[config.mk]
export PLATFORM = sky130hd
export DESIGN_NAME = bcd_serial_addsub
export DESIGN_NICKNAME = d
export VERILOG_FILES = /design/src/rtl/bcd_serial_addsub.sv
export SDC_FILE = /design/constraint.sdc
export NUM_CORES = 1
export LEC_CHECK = 0
export CAP_MARGIN = 10
export CORE_MARGIN = 3
export CORE_UTILIZATION = 51
export CTS_CLUSTER_SIZE = 28
export DETAILED_ROUTE_END_ITERATION = 7
export MAX_ROUTING_LAYER = met4
export PLACE_DENSITY = 0.79
export SLEW_MARGIN = 10
export SYNTH_ARGS = -nofsm -noshare
export SYNTH_HDL_FRONTEND = slang
export SYNTH_SLANG_ARGS = --single-unit
[constraint.sdc]
create_clock -name clk -period 4.95 [get_ports clk]
set_input_delay 0.99 -clock clk [delete_from_list [all_inputs] [get_ports clk]]
set_output_delay 0.99 -clock clk [all_outputs]
set_load 0.1 [all_outputs]
[src/rtl/bcd_serial_addsub.sv]
// Digit-serial packed-BCD adder/subtractor, LSD first, one digit per clock.
// Optional invalid-digit flag: define BCD_INVALID_DIGIT_CHECK_EN.
module bcd_serial_addsub #(
   parameter int DIGITS = 4,
   parameter int CW     = $clog2(DIGITS) + 1
) (
   input  logic                clk,
   input  logic                rst,
   input  logic                start,
   input  logic                sub,
   input  logic                cin,
   input  logic [4*DIGITS-1:0] a,
   input  logic [4*DIGITS-1:0] b,
   output logic                busy,
   output logic                done,
   output logic [4*DIGITS-1:0] result,
   output logic                cout,
   output logic                err
);

   localparam logic [1:0] S_IDLE = 2'd0;
   localparam logic [1:0] S_CALC = 2'd1;
   localparam logic [1:0] S_DONE = 2'd2;

   logic [1:0]          state_q, state_d;
   logic [CW-1:0]       cnt_q, cnt_d;
   logic [4*DIGITS-1:0] a_q, a_d, b_q, b_d, result_q, result_d;
   logic                sub_q, sub_d, carry_q, carry_d;
   logic                cout_q, cout_d, busy_q, busy_d, done_q, done_d;

   logic [3:0] a_dig, b_dig, bd, dout;
   logic [4:0] s;
   logic       cy, last;

   // Digit mux written as a compare loop so the counter never indexes out of range.
   always_comb begin
      a_dig = 4'd0;
      b_dig = 4'd0;
      for (int i = 0; i < DIGITS; i++) begin
         if (cnt_q == CW'(i)) begin
            a_dig = a_q[4*i +: 4];
            b_dig = b_q[4*i +: 4];
         end
      end
      bd = sub_q ? (4'd9 - b_dig) : b_dig;
      s  = {1'b0, a_dig} + {1'b0, bd} + {4'd0, carry_q};
      if (s > 5'd9) begin
         dout = s[3:0] + 4'd6;
         cy   = 1'b1;
      end else begin
         dout = s[3:0];
         cy   = 1'b0;
      end
      last = (cnt_q == CW'(DIGITS - 1));
   end

`ifdef BCD_INVALID_DIGIT_CHECK_EN
   logic err_q, err_d;
`endif

   always_comb begin
      state_d  = state_q;
      cnt_d    = cnt_q;
      a_d      = a_q;
      b_d      = b_q;
      sub_d    = sub_q;
      carry_d  = carry_q;
      result_d = result_q;
      cout_d   = cout_q;
      busy_d   = busy_q;
      done_d   = done_q;
`ifdef BCD_INVALID_DIGIT_CHECK_EN
      err_d    = err_q;
`endif
      case (state_q)
         S_IDLE: begin
            if (start) begin
               a_d     = a;
               b_d     = b;
               sub_d   = sub;
               carry_d = sub ? ~cin : cin;
               cnt_d   = '0;
               busy_d  = 1'b1;
               state_d = S_CALC;
`ifdef BCD_INVALID_DIGIT_CHECK_EN
               err_d   = 1'b0;
`endif
            end
         end
         S_CALC: begin
            for (int i = 0; i < DIGITS; i++) begin
               if (cnt_q == CW'(i)) result_d[4*i +: 4] = dout;
            end
            carry_d = cy;
            cnt_d   = cnt_q + 1'b1;
`ifdef BCD_INVALID_DIGIT_CHECK_EN
            // Raw b digit is checked, not its nine's complement.
            err_d   = err_q | (a_dig > 4'd9) | (b_dig > 4'd9);
`endif
            if (last) begin
               cout_d  = cy;
               busy_d  = 1'b0;
               done_d  = 1'b1;
               state_d = S_DONE;
            end
         end
         S_DONE: begin
            done_d  = 1'b0;
            state_d = S_IDLE;
         end
         default: state_d = S_IDLE;
      endcase
   end

   always_ff @(posedge clk or posedge rst) begin
      if (rst) begin
         state_q  <= S_IDLE;
         cnt_q    <= '0;
         a_q      <= '0;
         b_q      <= '0;
         sub_q    <= 1'b0;
         carry_q  <= 1'b0;
         result_q <= '0;
         cout_q   <= 1'b0;
         busy_q   <= 1'b0;
         done_q   <= 1'b0;
      end else begin
         state_q  <= state_d;
         cnt_q    <= cnt_d;
         a_q      <= a_d;
         b_q      <= b_d;
         sub_q    <= sub_d;
         carry_q  <= carry_d;
         result_q <= result_d;
         cout_q   <= cout_d;
         busy_q   <= busy_d;
         done_q   <= done_d;
      end
   end

`ifdef BCD_INVALID_DIGIT_CHECK_EN
   always_ff @(posedge clk or posedge rst) begin
      if (rst) err_q <= 1'b0;
      else     err_q <= err_d;
   end
   assign err = err_q;
`else
   assign err = 1'b0;
`endif

   assign busy   = busy_q;
   assign done   = done_q;
   assign result = result_q;
   assign cout   = cout_q;

endmodule

### Word level (Yosys, flattened, before mapping)

Cells that the tools add are included.

* bits in registers: 58
* input bits: 37
* logic and storage cells: 64

* add/subtract/negate cells: 5
* order comparisons: 1
* eq/ne operators: 7
* mux-type cells: 24
* bitwise operators: 1
* reductions and logical operators: 13

Operators by type and width (count)
* two-way mux 4 bit: 10
* AND reduction 2 bit: 8
* equality test 3 x 2 -> 1 bit, second input constant: 2
* two-way mux 1 bit: 6
* one-hot mux 1 bit (2 select lines): 3
* one-hot mux 3 bit (2 select lines): 1
* adder 4 x 4 -> 5 bit: 1
* adder 5 x 1 -> 5 bit: 1
* greater-than comparator 5 x 4 -> 1 bit, second input constant: 1
* adder 4 x 3 -> 4 bit, second input constant: 1
* two-way mux 2 bit: 2
* inequality test 2 bit, second input constant: 2
* one-hot mux 2 bit (2 select lines): 1
* nonzero test 2 bit: 2
* subtractor 4 bit, first input constant: 1
* adder 3 x 1 -> 3 bit, second input constant: 1
* equality test 3 x 1 -> 1 bit, second input constant: 1
* zero test 3 bit: 1
* two-way mux 3 bit: 1
* AND reduction 3 bit: 1
* equality test 2 x 1 -> 1 bit, second input constant: 1
* equality test 2 bit, second input constant: 1
* zero test 2 bit: 1
* inverter 1 bit: 1

### Logic depth before layout (Yosys ltp)

* depth in word-level cells: 12
* mapped depth: 18
* depth with buffers taken out: 17

### Worst setup path before layout

No wires, ideal clock.

* path type: register to register
* from: register cnt_q[1]
* to: register result_q[10], in the netlist result[10]
* library setup time: 83 ps
* data arrival time: 3687 ps
* setup slack: 1181 ps
* stages on the path, launching flop included: 17
* path buffers: 2
* clock period less this slack: 3769 ps
* cell sequence: dfrtp_1 inv_1 ha_1 clkbuf_1 clkbuf_1 a21oi_1 o21ai_0 a22oi_1 ha_1 inv_1 mux2i_1 ha_1 and3b_1 or3_4 a311oi_4 mux2_4 a31oi_1

* cells in the longest elaborated chain, start to end: 11
* elaborated cells on any way between the ends: 20
* classes of those cells: add/sub (4); order compare (1); eq/ne (3); mux (10); reduce/logical (2)

RTL lines
* start, declared: line 26 `logic [CW-1:0] cnt_q, cnt_d;`
* start signal, assigned: line 129 `cnt_q <= cnt_d;`
* zero test 3 bit: line 40 `if (cnt_q == CW'(i)) begin`
* two-way mux 4 bit (4 in a row): line 40
* subtractor 4 bit: line 45 `bd = sub_q ? (4'd9 - b_dig) : b_dig;`
* two-way mux 4 bit: line 45
* adder 4 x 4 -> 5 bit: line 46 `s = {1'b0, a_dig} + {1'b0, bd} + {4'd0, carry_q};`
* adder 5 x 1 -> 5 bit: line 46
* adder 4 x 3 -> 4 bit / greater-than comparator 5 x 4 -> 1 bit (equally long branches): line 48, 47
* two-way mux 4 bit: line 47 `if (s > 5'd9) begin`
* end signal, assigned: line 134 `result_q <= result_d;`
* end, declared: line 27 `logic [4*DIGITS-1:0] a_q, a_d, b_q, b_d, result_q, result_d;`

Parallel ways exist; a longest one is shown, timed or not.
A chain may end at the register's enable or synchronous reset.

### Final worst setup path

* from: register cnt_q[0]
* to: register result_q[2], in the netlist result[2]

* cells in the longest elaborated chain, start to end: 11
* elaborated cells on any way between the ends: 20
* classes of those cells: add/sub (4); order compare (1); eq/ne (3); mux (10); reduce/logical (2)

RTL lines (line)
* zero test 3 bit: 40, 92
* two-way mux 4 bit (4 in a row): 40
* subtractor 4 bit: 45
* two-way mux 4 bit: 45
* adder 4 x 4 -> 5 bit: 46
* adder 5 x 1 -> 5 bit: 46
* adder 4 x 3 -> 4 bit / greater-than comparator 5 x 4 -> 1 bit (equally long branches): 48, 47
* two-way mux 4 bit: 47

Parallel ways exist; a longest one is shown, timed or not.

==> results.cfg <==
[sta]
hold_viol = 0
final.min_clock_period_ps = 4300
fin_skew_ps = 9.09
worst_pin_slew_ps = 978
tns_ps = 0
max_slew_margin_pct = 34.6
setup_viol = 0
drv_slew = 0
rsz0062_at_grt = no
max_clock_freq_mhz = 232
fin_crit_sh_pct = 87.0

[cells_and_area]
nets = 356
register_area_um2 = 1450
area_growth_syn_to_layout_pct = 28.1
multi_input_area_um2 = 1270
layout_commonest_cell = dfrtp_1
drive_above_1_share_pct = 17.3
diodes = 0
fillers = 410
final_cell_mix = dfrtp_1 (58), clkdlybuf4s50_1 (55), mux2_2 (33), nand2_1 (33), o21ai_0 (20)

[routing]
drt_iter0_drc = 81
dr_total_vias = 2046
avgViaCountPerCell = 5.36
remaining_drc_errors = 0
ant_nets = 0
drt_wl_total_mm = 5.55
firstDrtPassIters = 5
post_drt_wl_per_cell_um = 14.5

[global_route]
grt_max_degree = 59
grt_pass1_vias = 1973
antenna_found_initial = 0
grt.overflow.total = 0
use_met3_pct = 6.73
grt_busiest_layer = met2
use_met2_pct = 31.0
met1_usage_pct = 23.3
grt_usage_pct = 19.3
grt_pass1_wl_mm = 9.18

[synth]
synthesis.nets = 299
synth_edf_count = 0
syn_avg_cell_area_um2 = 11.2
syn_area_um2 = 2810
ys.flop_type = dfrtp_1
yosysWarnings = 0
syn-instance-count = 250
async_flop_share_pct = 100
synth_cell_types = 35
yosysSeqAreaShare_pct = 51.6
ys_ff_latch = 58

[worst_setup_path]
crit_type = register to register
worstSetupStartpointType = register
worstReg2RegStart = cnt_q[0]
crit_required_ps = 5200
arrival_ps = 4560
reg2reg_slack_ps = 650
cp-startpoint = cnt_q[0]
reg2reg_depth = 13
worstReg2RegEnd = result[2]
crit_fanout = 13
crit_end = result[2]
cp-end-kind = register

[floorplanning]
coreArea_um2 = 5200
fp-row-count = 26
io_pins = 57
initial_core_util_pct = 54.0
die_w_um = 80.2
fp.dieH_um = 80.2
die-area_um2 = 6440

[clock_tree]
post_cts_resized = 0
cts_tree = built
cts_sinks = 58
htree_levels = 3
clock-root-buffer = clkbuf_8
clockBufferDepth = 2
numCtsBuffers = 9
clk_pin_slew_worst_paths_ps = 60
clock_latency_ps = 330
cts_hold_buf = 0
postCtsSetupBuffers = 0

[placed_design]
place.gp.congestion = 0.835
hpwl_mm = 4.03
port_buffers = 55

[hold_path]
holdCritPathClass = register to register
hold_start = result[0]

[run_status]
status = finished clean

[flow_run]
drv_cap = 0
-- area by class of cell --
type                            instances  area share, %
Inverter                               11           1.15
Clock inverter                          2          0.278
Tap cell                               70           2.43
Sequential cell                        58           40.3
Multi-Input combinational cell        170           35.3
Clock buffer                           14           4.80
Timing Repair Buffer                   57           15.7
-- critical path: stages, from the launching register on --
cell and delay [ps]:
dfrtp_1 420, ha_1 220, ha_1 340, nor2_1 550
a22oi_1 170, xor2_1 200, fa_1 400, fa_1 420
xor2_1 250, ha_1 240, a22oi_1 150, a311oi_4 340
mux2_4 360, a31oi_1 170
-- synth_stat cells, types with 2 or more instances --
master	instances	area, µm²
mux2i_1	2	20.0
a21o_1	2	15.0
mux2_2	33	372
a22oi_1	9	67.6
o21ai_0	20	100
clkbuf_1	7	26.3
inv_1	11	41.3
dfrtp_1	58	1450
ha_1	10	125
and3b_1	3	26.3
fa_1	2	40.0
a21oi_1	10	50.1
nor2b_1	6	37.5
a31oi_1	4	25.0
o21ai_1	6	30.0
xor2_1	4	35.0
nand2_1	33	124
nor2_1	8	30.0
a22o_1	5	43.8
buf_2	2	10.0
-- worst min path at each step --
stage | cells after the start | end | slack [ps]
5_1_grt | 2 | cout | 500
3_5_place_dp | 2 | result[0] | 470
3_3_place_gp | 2 | result[12] | 460
6_report | 2 | result[0] | 480
4_1_cts | 2 | result[0] | 480
2_1_floorplan | 2 | carry_q | 460
-- through the flow --
| step | area (µm²) | setup WS (ps) | std cells | hold WS, ps | util (%) |
|---|---|---|---|---|---|
| 3_3_place_gp | 3420 | 845 | 366 | 461 | 65.7 |
| 2_1_floorplan | 2810 | 1180 | 250 | 456 | - |
| 5_1_grt | 3600 | 308 | 382 | 499 | 69.2 |
| 3_5_place_dp | 3420 | 643 | 366 | 470 | 65.7 |
| 4_1_cts | 3600 | 638 | 382 | 483 | 69.2 |
| 6_report | 3600 | 645 | 382 | 478 | 69.2 |
-- logic make-up after synthesis --
logic type / synth area share [%]
other cells: 0.133
mux: 14.5
buf+inv: 3.16
simple gates: 8.37
xor+xnor: 1.56
flops: 51.6
fa+ha+maj: 5.88
compound gates: 14.8
-- layer usage --
layer / wire length, µm / vias to the layer above
li1: - / 995
met1: 2470 / 974
met2: 2720 / 67
met3: 284 / 10
met4: 69 / 0
met5: 0 / -
-- sequential cells by signal (all words and copies together) (netlist names) --
| register | count |
|---|---|
| a_q | 16 |
| b_q | 16 |
| busy | 1 |
| carry_q | 1 |
| cnt_q | 3 |
| cout | 1 |
| done | 1 |
| result | 16 |
| state_q | 2 |
| sub_q | 1 |
Power is not shown: default switching activity piles up to over one toggle a cycle in this logic, so the estimate is an artifact.
